==> src/rtl/mux_ula_operand_q_pkg.sv <==
// Shared definitions for the ALU operand selector slice.
// WORD_W is the default datapath width.
// alu_src_e names the operand sources wired to the selector inputs, so
// decode logic can drive the selector symbolically.
package mux_ula_operand_q_pkg;

  localparam int WORD_W = 32;

  // Selector encodings for the standard four-source operand mux.
  typedef enum logic [1:0] {
    ALU_SRC_PC    = 2'd0,
    ALU_SRC_REG_A = 2'd1,
    ALU_SRC_MDR   = 2'd2,
    ALU_SRC_ZERO  = 2'd3
  } alu_src_e;

  // Occupancy width for a buffer of the given depth. The extra bit lets
  // "full" be told apart from "empty".
  function automatic int cntWidth(input int depth);
    return $clog2(depth) + 1;
  endfunction

endpackage

==> src/rtl/mux_ula_operand_q_if.sv <==
// Handshake bundle between the operand sources, the selector buffer and the ALU.
// master: the surrounding datapath (source side plus ALU consumer).
// slave : the operand selector/buffer.
//   in_valid/in_ready   source handshake
//   selector/data_in    operand index and flattened candidates
//   flush               discard everything buffered
//   out_valid/out_ready ALU handshake
//   out_data/out_sel    head operand and the selector that chose it
//   sel_err             one-cycle pulse after an out-of-range selector is accepted
//   count               current occupancy
interface mux_ula_operand_q_if
  import mux_ula_operand_q_pkg::*;
#(
  parameter int WIDTH    = WORD_W,
  parameter int N_INPUTS = 4,
  parameter int DEPTH    = 2
);
  localparam int SEL_W = $clog2(N_INPUTS);
  localparam int CNT_W = cntWidth(DEPTH);

  logic                      in_valid;
  logic                      in_ready;
  logic [SEL_W-1:0]          selector;
  logic [N_INPUTS*WIDTH-1:0] data_in;
  logic                      flush;
  logic                      out_valid;
  logic                      out_ready;
  logic [WIDTH-1:0]          out_data;
  logic [SEL_W-1:0]          out_sel;
  logic                      sel_err;
  logic [CNT_W-1:0]          count;

  modport master (
    output in_valid, selector, data_in, flush, out_ready,
    input  in_ready, out_valid, out_data, out_sel, sel_err, count
  );

  modport slave (
    input  in_valid, selector, data_in, flush, out_ready,
    output in_ready, out_valid, out_data, out_sel, sel_err, count
  );

endinterface

==> src/rtl/mux_ula_operand_q_mux.sv <==
// Purely combinational N:1 word selector.
// A select value with no matching input falls back to input 0 and raises oor_o,
// so a non-power-of-two source count always yields a defined word.
//   data_i  flattened candidates, input k = data_i[k*WIDTH +: WIDTH]
//   sel_i   candidate index
//   data_o  selected word
//   oor_o   sel_i >= N_INPUTS
module mux_ula_operand_q_mux #(
  parameter int WIDTH    = 32,
  parameter int N_INPUTS = 4,
  localparam int SEL_W   = $clog2(N_INPUTS)
) (
  input  logic [N_INPUTS*WIDTH-1:0] data_i,
  input  logic [SEL_W-1:0]          sel_i,
  output logic [WIDTH-1:0]          data_o,
  output logic                      oor_o
);

  // Start from the out-of-range answer and let a matching index override it.
  always_comb begin
    data_o = data_i[WIDTH-1:0];
    oor_o  = 1'b1;
    for (int k = 0; k < N_INPUTS; k++) begin
      if (int'(sel_i) == k) begin
        data_o = data_i[k*WIDTH +: WIDTH];
        oor_o  = 1'b0;
      end
    end
  end

endmodule

==> src/rtl/mux_ula_operand_q.sv <==
// ALU operand selector with a small registered output buffer.
// The selected operand and its raw selector are captured on a valid/ready push
// and presented to the ALU from the buffer head. This lets the ALU stall
// without losing operands.
//   clk       rising-edge clock
//   reset_n   asynchronous active-low reset
//   bus       slave side of mux_ula_operand_q_if (handshakes, data, flush, status)
module mux_ula_operand_q
  import mux_ula_operand_q_pkg::*;
#(
  parameter int WIDTH    = WORD_W,
  parameter int N_INPUTS = 4,
  parameter int DEPTH    = 2
) (
  input logic                 clk,
  input logic                 reset_n,
  mux_ula_operand_q_if.slave  bus
);

  localparam int SEL_W = $clog2(N_INPUTS);
  localparam int CNT_W = cntWidth(DEPTH);
  localparam int PTR_W = $clog2(DEPTH);

  logic [WIDTH-1:0] dataMem [DEPTH];
  logic [SEL_W-1:0] selMem  [DEPTH];

  logic [PTR_W-1:0] rdPtr_q, rdPtr_d;
  logic [PTR_W-1:0] wrPtr_q, wrPtr_d;
  logic [CNT_W-1:0] count_q, count_d;
  logic             selErr_q, selErr_d;

  logic [WIDTH-1:0] muxWord;
  logic             muxOor;
  logic             push, pop;

  mux_ula_operand_q_mux #(
    .WIDTH    (WIDTH),
    .N_INPUTS (N_INPUTS)
  ) u_mux (
    .data_i (bus.data_in),
    .sel_i  (bus.selector),
    .data_o (muxWord),
    .oor_o  (muxOor)
  );

  // Ready and valid come only from the registered occupancy.
  // This keeps a combinational in->out path from forming.
  // The head word reads as zero while empty, so reset shows a clean output.
  always_comb begin
    bus.in_ready  = (count_q != CNT_W'(DEPTH));
    bus.out_valid = (count_q != '0);
    bus.out_data  = bus.out_valid ? dataMem[rdPtr_q] : '0;
    bus.out_sel   = bus.out_valid ? selMem[rdPtr_q]  : '0;
    bus.sel_err   = selErr_q;
    bus.count     = count_q;
  end

  assign push = bus.in_valid  && bus.in_ready;
  assign pop  = bus.out_valid && bus.out_ready;

  // Next-state logic. Flush overrides everything, including a push offered
  // in the same cycle. Otherwise each pointer advances on its own handshake.
  // Occupancy only changes when exactly one side fires.
  always_comb begin
    rdPtr_d  = rdPtr_q;
    wrPtr_d  = wrPtr_q;
    count_d  = count_q;
    selErr_d = 1'b0;
    if (bus.flush) begin
      rdPtr_d = '0;
      wrPtr_d = '0;
      count_d = '0;
    end else begin
      if (push) wrPtr_d = wrPtr_q + 1'b1;
      if (pop)  rdPtr_d = rdPtr_q + 1'b1;
      if (push && !pop) count_d = count_q + 1'b1;
      if (pop && !push) count_d = count_q - 1'b1;
      selErr_d = push && muxOor;
    end
  end

  // Control state registers. These clear immediately on reset, so any
  // buffered operands are lost.
  always_ff @(posedge clk or negedge reset_n) begin
    if (!reset_n) begin
      rdPtr_q  <= '0;
      wrPtr_q  <= '0;
      count_q  <= '0;
      selErr_q <= 1'b0;
    end else begin
      rdPtr_q  <= rdPtr_d;
      wrPtr_q  <= wrPtr_d;
      count_q  <= count_d;
      selErr_q <= selErr_d;
    end
  end

  // Storage has no reset. Count gates what is visible, so stale contents
  // never reach the ALU. The raw selector is kept even when out of range.
  always_ff @(posedge clk) begin
    if (push && !bus.flush) begin
      dataMem[wrPtr_q] <= muxWord;
      selMem[wrPtr_q]  <= bus.selector;
    end
  end

  // Simulation-only sanity checks on occupancy and the handshake gating.
  always_ff @(posedge clk) begin
    if (reset_n) begin
      assert (count_q <= CNT_W'(DEPTH));
      assert (!(push && count_q == CNT_W'(DEPTH)));
      assert (!(pop && count_q == '0));
    end
  end

endmodule

==> src/flat_wrapper.sv <==
// flat-port wrapper written by rule: the top's interface ports become plain ports
module mux_ula_operand_q_flat import mux_ula_operand_q_pkg::*;
#(
  parameter int WIDTH    = WORD_W,
  parameter int N_INPUTS = 4,
  parameter int DEPTH    = 2
)
  (clk, reset_n, bus_in_valid, bus_selector, bus_data_in, bus_flush, bus_out_ready, bus_in_ready, bus_out_valid, bus_out_data, bus_out_sel, bus_sel_err, bus_count);
  mux_ula_operand_q_if #(.WIDTH(WIDTH), .N_INPUTS(N_INPUTS), .DEPTH(DEPTH)) bus_i ();
  input logic clk;
  input logic reset_n;
  input wire logic [$bits(bus_i.in_valid)-1:0] bus_in_valid;
  input wire logic [$bits(bus_i.selector)-1:0] bus_selector;
  input wire logic [$bits(bus_i.data_in)-1:0] bus_data_in;
  input wire logic [$bits(bus_i.flush)-1:0] bus_flush;
  input wire logic [$bits(bus_i.out_ready)-1:0] bus_out_ready;
  output wire logic [$bits(bus_i.in_ready)-1:0] bus_in_ready;
  output wire logic [$bits(bus_i.out_valid)-1:0] bus_out_valid;
  output wire logic [$bits(bus_i.out_data)-1:0] bus_out_data;
  output wire logic [$bits(bus_i.out_sel)-1:0] bus_out_sel;
  output wire logic [$bits(bus_i.sel_err)-1:0] bus_sel_err;
  output wire logic [$bits(bus_i.count)-1:0] bus_count;
  assign bus_i.in_valid = bus_in_valid;
  assign bus_i.selector = bus_selector;
  assign bus_i.data_in = bus_data_in;
  assign bus_i.flush = bus_flush;
  assign bus_i.out_ready = bus_out_ready;
  assign bus_in_ready = bus_i.in_ready;
  assign bus_out_valid = bus_i.out_valid;
  assign bus_out_data = bus_i.out_data;
  assign bus_out_sel = bus_i.out_sel;
  assign bus_sel_err = bus_i.sel_err;
  assign bus_count = bus_i.count;
  mux_ula_operand_q #(.WIDTH(WIDTH), .N_INPUTS(N_INPUTS), .DEPTH(DEPTH)) u_core (.clk(clk), .reset_n(reset_n), .bus(bus_i));
endmodule
==> config.mk <==
export PLATFORM = sky130hd
export DESIGN_NAME = mux_ula_operand_q_flat
export DESIGN_NICKNAME = d
export VERILOG_FILES = /design/src/rtl/mux_ula_operand_q_pkg.sv /design/src/rtl/mux_ula_operand_q_if.sv /design/src/rtl/mux_ula_operand_q_mux.sv /design/src/rtl/mux_ula_operand_q.sv /design/src/flat_wrapper.sv
export SDC_FILE = /design/constraint.sdc
export NUM_CORES = 1
export LEC_CHECK = 0
export BUFFER_PORTS_ARGS = -buffer_cell sky130_fd_sc_hd__clkbuf_2
export CAP_MARGIN = 20
export CORE_MARGIN = 2
export CORE_UTILIZATION = 40
export CTS_BUF_LIST = sky130_fd_sc_hd__clkbuf_16
export DETAILED_ROUTE_END_ITERATION = 10
export PLACE_DENSITY = 0.76
export SYNTH_ARGS = -nofsm -noshare
export SYNTH_HDL_FRONTEND = slang
export SYNTH_SLANG_ARGS = --single-unit
==> constraint.sdc <==
create_clock -name clk -period 3.9 [get_ports clk]
set_input_delay 0.975 -clock clk [delete_from_list [all_inputs] [get_ports clk]]
set_output_delay 0.975 -clock clk [all_outputs]
set_load 0.03 [all_outputs]
; Word level (Yosys, flattened, before mapping)
; Memory sizes are Yosys's and may differ from the RTL's.
; Cells that the tools add are included.
[classes]
addsub = 4
eq_ne = 4
n_mux = 19
reduce_logical = 14
[ops]
columns = cell, n
row1 = 32-bit 2-to-1 mux, 4
row2 = 1-bit 2-to-1 mux, 11
row3 = 2-bit 2-to-1 mux, 4
row4 = 1-bit logical AND, 6
row5 = 2-bit nonzero test, 3
row6 = 2-bit equality test (second input constant), 2
row7 = 1-bit zero test, 3
row8 = 3-bit nonzero test, 1
row9 = 1-bit adder (second input constant), 2
row10 = 2-bit by 1-bit adder with 2-bit output (second input constant), 1
row11 = 2-bit by 1-bit equality test with 1-bit output (second input constant), 1
row12 = 2-bit zero test, 1
row13 = 2-bit != test (second input constant), 1
row14 = 2-bit by 1-bit subtractor with 2-bit output (second input constant), 1
[totals]
reg_bits = 5
mem_bits_rw = 68
wordCells = 47
memories = 2
[memory_table]
columns = memory, words, word_bits, read_ports, rd_ports_with_merged_regs, write_ports, line_no
row1 = u_core.dataMem, 2, 32, 1, 0, 1, mux_ula_operand_q.sv:24  ; logic [WIDTH-1:0] dataMem [DEPTH];
row2 = u_core.selMem, 2, 2, 1, 0, 1, mux_ula_operand_q.sv:25  ; logic [SEL_W-1:0] selMem [DEPTH];

; Longest topological paths before layout
[depth]
ltp_word = 7
mapped_depth = 4

; By module
; From an unflattened synthesis, not the netlist that was laid out.
[hier_totals]
hier_cells = 213
hier_area_um2 = 3631.0
[by_module_without_submodules]
columns = mod, instances, cells_each, area_per_inst_um2, seq_area_each_um2
row1 = mux_ula_operand_q, 1, 172, 2805.2, 2167.1
row2 = mux_ula_operand_q_mux, 1, 41, 825.8, 0.0

; Worst setup path before layout
; No wires, ideal clock.
[synth_timing]
kind = register to register
start = register u_core.count_q[1] (netlist: u_core.bus.count[1])
end = memory u_core.dataMem[1][0] (enable)
setup_ns = 0.475
arrival_ns = 3.658
required_time_ns = 3.425
setup_slack_ns = -0.233
stages_incl_launch_ff = 5
n_path_buf = 0
synth_period_minus_slack_ns = 4.133
cell_sequence = dfrtp_1 -> nor2b_1 -> inv_1 -> nand2_1 -> nor3b_1
[synth_via]
elab_chain_cells = 5
[synth_lines]
columns = item, line_no
row1 = from (decl), mux_ula_operand_q.sv:29  ; logic [CNT_W-1:0] count_q, count_d;
row2 = from (signal assigned), mux_ula_operand_q.sv:93  ; count_q <= count_d;
row3 = 2-bit != test, mux_ula_operand_q.sv:50  ; bus.in_ready = (count_q != CNT_W'(DEPTH));
row4 = net bus_in_ready, flat_wrapper.sv:17  ; output wire logic [$bits(bus_i.in_ready)-1:0] bus_in_ready;
row5 = 1-bit logical AND, mux_ula_operand_q.sv:58  ; assign push = bus.in_valid && bus.in_ready;
row6 = 1-bit logical AND, mux_ula_operand_q.sv:101  ; if (push && !bus.flush) begin
row7 = 1-bit 2-to-1 mux, mux_ula_operand_q.sv:101
row8 = 1-bit 2-to-1 mux (not written as such), mux_ula_operand_q.sv:102  ; dataMem[wrPtr_q] <= muxWord;
row9 = to (decl), mux_ula_operand_q.sv:24
; The timed path passes the listed nets, and every way through them passes these cells.

; Final worst setup path
[layout_timing]
start = register u_core.rdPtr_q
end = output bus_out_data[10]
[layout_via]
elab_chain_cells = 2
[layout_lines]
columns = item, line_no
row1 = from (decl), mux_ula_operand_q.sv:27  ; logic [PTR_W-1:0] rdPtr_q, rdPtr_d;
row2 = from (signal assigned), mux_ula_operand_q.sv:91  ; rdPtr_q <= rdPtr_d;
row3 = memory read 2 x 32 bit, -
row4 = 32-bit 2-to-1 mux, mux_ula_operand_q.sv:52  ; bus.out_data = bus.out_valid ? dataMem[rdPtr_q] : '0;
row5 = to (decl), flat_wrapper.sv:19  ; output wire logic [$bits(bus_i.out_data)-1:0] bus_out_data;
; No other way between the ends.

==> results.toml <==
[sta]
final.setup_skew_ps = 7.38
finalHoldViolations = 0
min_period_ps = 2930
max_freq_mhz = 341
finalSetupViolations = 0
rsz0062_at_grt = "false"
fin_crit_sh_pct = 75.2
worst-slew-pin-transition_ps = 1020
slew_headroom_pct = 31.9
slew_viol_final = 0
setup_tns_ps = 0

[yosys]
ys_types = 25
synthArstFlopShare_pct = 6.85
synth_edf_count = 68
synth_area_leader_cell = "edfxtp_1"
yosysMostFrequentCell = "edfxtp_1"
synthTopCellsByArea = "edfxtp_1 (56%), mux4_2 (19%), mux2i_1 (9.6%)"
synthCells = 211
yosys_most_used_dff = "edfxtp_1"
synth_nets = 346
synth_commonest_cells = "edfxtp_1 (68), mux2i_1 (35), nor2_1 (35), mux4_2 (30), buf_2 (7)"
syn_area_um2 = 3630
yosysSeqAreaShare_pct = 59.7
yosys_register_bits = 73
yosysWarningCount = 0
synth_top_cell_area_share_pct = 56.2
avgSynthCellArea_um2 = 17.2

[layout]
final_cell_count_no_fill = 498
fill_cells = 726
n_antenna_cell = 0
fin_nets = 520
design_area_um2 = 4860
syn2layout_area_growth_pct = 33.8
drive_gt1_share_pct = 58.5

[detailed_routing]
wirelength_mm = 7.87
drc = 0
drtIter0Drc = 48
routedWlPerCell_um = 15.8
avgViaCountPerCell = 5.08
vias = 2531
drtPass1Iterations = 4
drtAntennaViolNets = 0

[floorplanning]
io-pin-count = 174
core_region_area_um2 = 8760
dieArea_um2 = 9860
num_rows = 34
dieWidth_um = 99.3
die_h_um = 99.3
initial_core_util_pct = 41.4

[pwr]
p_sw_uw = 509
p_total_uw = 2070
p_int_uw = 1560
combPwrFrac_pct = 16.6
p_leak_uw = 0.00200
seqPwrFrac_pct = 45.1
pwr-share-clk_pct = 38.3
p_per_area_nw_per_um2 = 425
sw_frac_of_total_pct = 24.6
vdd_ir_drop_max_uv = 170

[global_route]
grt_use_met1_pct = 19.4
grt_pass1_wl_mm = 12.6
grt-busiest-layer = "met2"
gr-usage-all-layers_pct = 16.4
grt_max_degree = 36
antenna_found_initial = 0
gr-usage-met3_pct = 3.09
grt_pass1_vias = 2760
grtUsageMet2_pct = 29.6
overflow = 0

[placement]
place_inst = 482
hpwl_mm = 5.69
port_buffers = 173
routabilityCongestion = 0.778
place_area_um2 = 4560

[worst_setup_path]
r2r_end = "u_core.dataMem[1][20]"
crit_start = "u_core.rdPtr_q"
cp-start-kind = "flop"
path_max_fanout = 35
critPathCapture = "bus_out_data[10]"
reg2reg_from = "u_core.bus.count[1]"
cp.arrival_ps = 1960
reg2regPathDepth = 5
reg2reg_slack_ps = 1990
crit_type = "reg -> out"
cp-end-kind = "output pin"
worstPathRequired_ps = 2920

[clocking]
root_buffer = "clkbuf_16"
cts_tree = "done"
insertion_delay_ps = 320
cts_num_sinks = 73
cts_post_setup_buffers_inserted = 0
clkTransAtPathRegs_ps = 60
cts_resized = 0
numCtsBuffers = 9
hold_buffers = 0
htreeDepth = 3
cts_max_path_buffers = 2

[run]
maxCapViolCount = 0

[worst_hold_path]
min_path_type = "in -> async"

[status]
outcome = "complete, no violations"
power groups by stage:
stage                     sequential [µW]  clock, µW  combinational, µW
after floorplan                       933          0                236
after global placement                947          0                339
after detailed placement              950          0                348
after CTS                             933        815                349
after global routing                  937        845                373
final                                 932        791                344
registers in the layout (all words and copies together) (netlist names):
| signal | cells |
|---|---|
| u_core.bus.count | 2 |
| u_core.bus.sel_err | 1 |
| u_core.dataMem | 64 |
| u_core.rdPtr_q | 1 |
| u_core.selMem | 4 |
| u_core.wrPtr_q | 1 |
kinds of logic after synthesis:
logic type | after synthesis | synth area share [%]
xor+xnor | 1 | 0.241
simple gates | 44 | 5.17
buf+inv | 17 | 3.86
other cells | 1 | 0.103
mux | 67 | 29.7
compound gates | 8 | 1.24
flops | 73 | 59.7
cell usage in the layout (no fill, tap or decap), types with 4 or more instances in the layout:
master,n
edfxtp_1,68
clkbuf_16,9
mux4_2,30
dfrtp_1,4
nor2_1,35
buf_4,4
clkbuf_2,173
a21oi_1,4
mux2i_1,35
how the worst min path moves through the flow:
stage | startpoint | to | slack, ps | cells past startpoint
final | reset_n | u_core.bus.count[1] | 460 | 1
after global routing | reset_n | u_core.bus.count[1] | 460 | 1
after CTS | reset_n | u_core.bus.count[1] | 460 | 1
after detailed placement | u_core.wrPtr_q | u_core.wrPtr_q | 620 | 2
after global placement | u_core.wrPtr_q | u_core.wrPtr_q | 600 | 2
after floorplan | u_core.wrPtr_q | u_core.wrPtr_q | 540 | 2
critical path, cell delays in order, from the launching register on:
cell      delay, ps
dfrtp_2        1040
mux2i_1         290
nor2_1           80
clkbuf_2        230
per-stage QoR:
| stage | setup slack, ps | hold WS, ps | util [%] |
|---|---|---|---|
| after floorplan | 934 | 542 | - |
| after global placement | 1180 | 604 | 52.1 |
| after detailed placement | 1110 | 617 | 52.1 |
| after CTS | 905 | 460 | 55.4 |
| after global routing | 823 | 462 | 55.4 |
| final | 966 | 464 | 55.4 |
metal layers:
layer  up-vias  routed length, µm
li1       1190                  -
met1      1233               3130
met2       102               4180
met3         6                481
met4         0                 89
met5         -                  0
final cells by class:
type / count / area [µm²] / area share, %
sequential: 73 / 2170 / 44.6
multi-input combinational: 121 / 1350 / 27.8
timing repair buffer: 177 / 896 / 18.4
clock buffer: 9 / 225 / 4.64
tap: 108 / 135 / 2.78
clock inverter: 7 / 71.3 / 1.47
inverter: 3 / 11.3 / 0.232
Power figures use the tool's default switching activity.
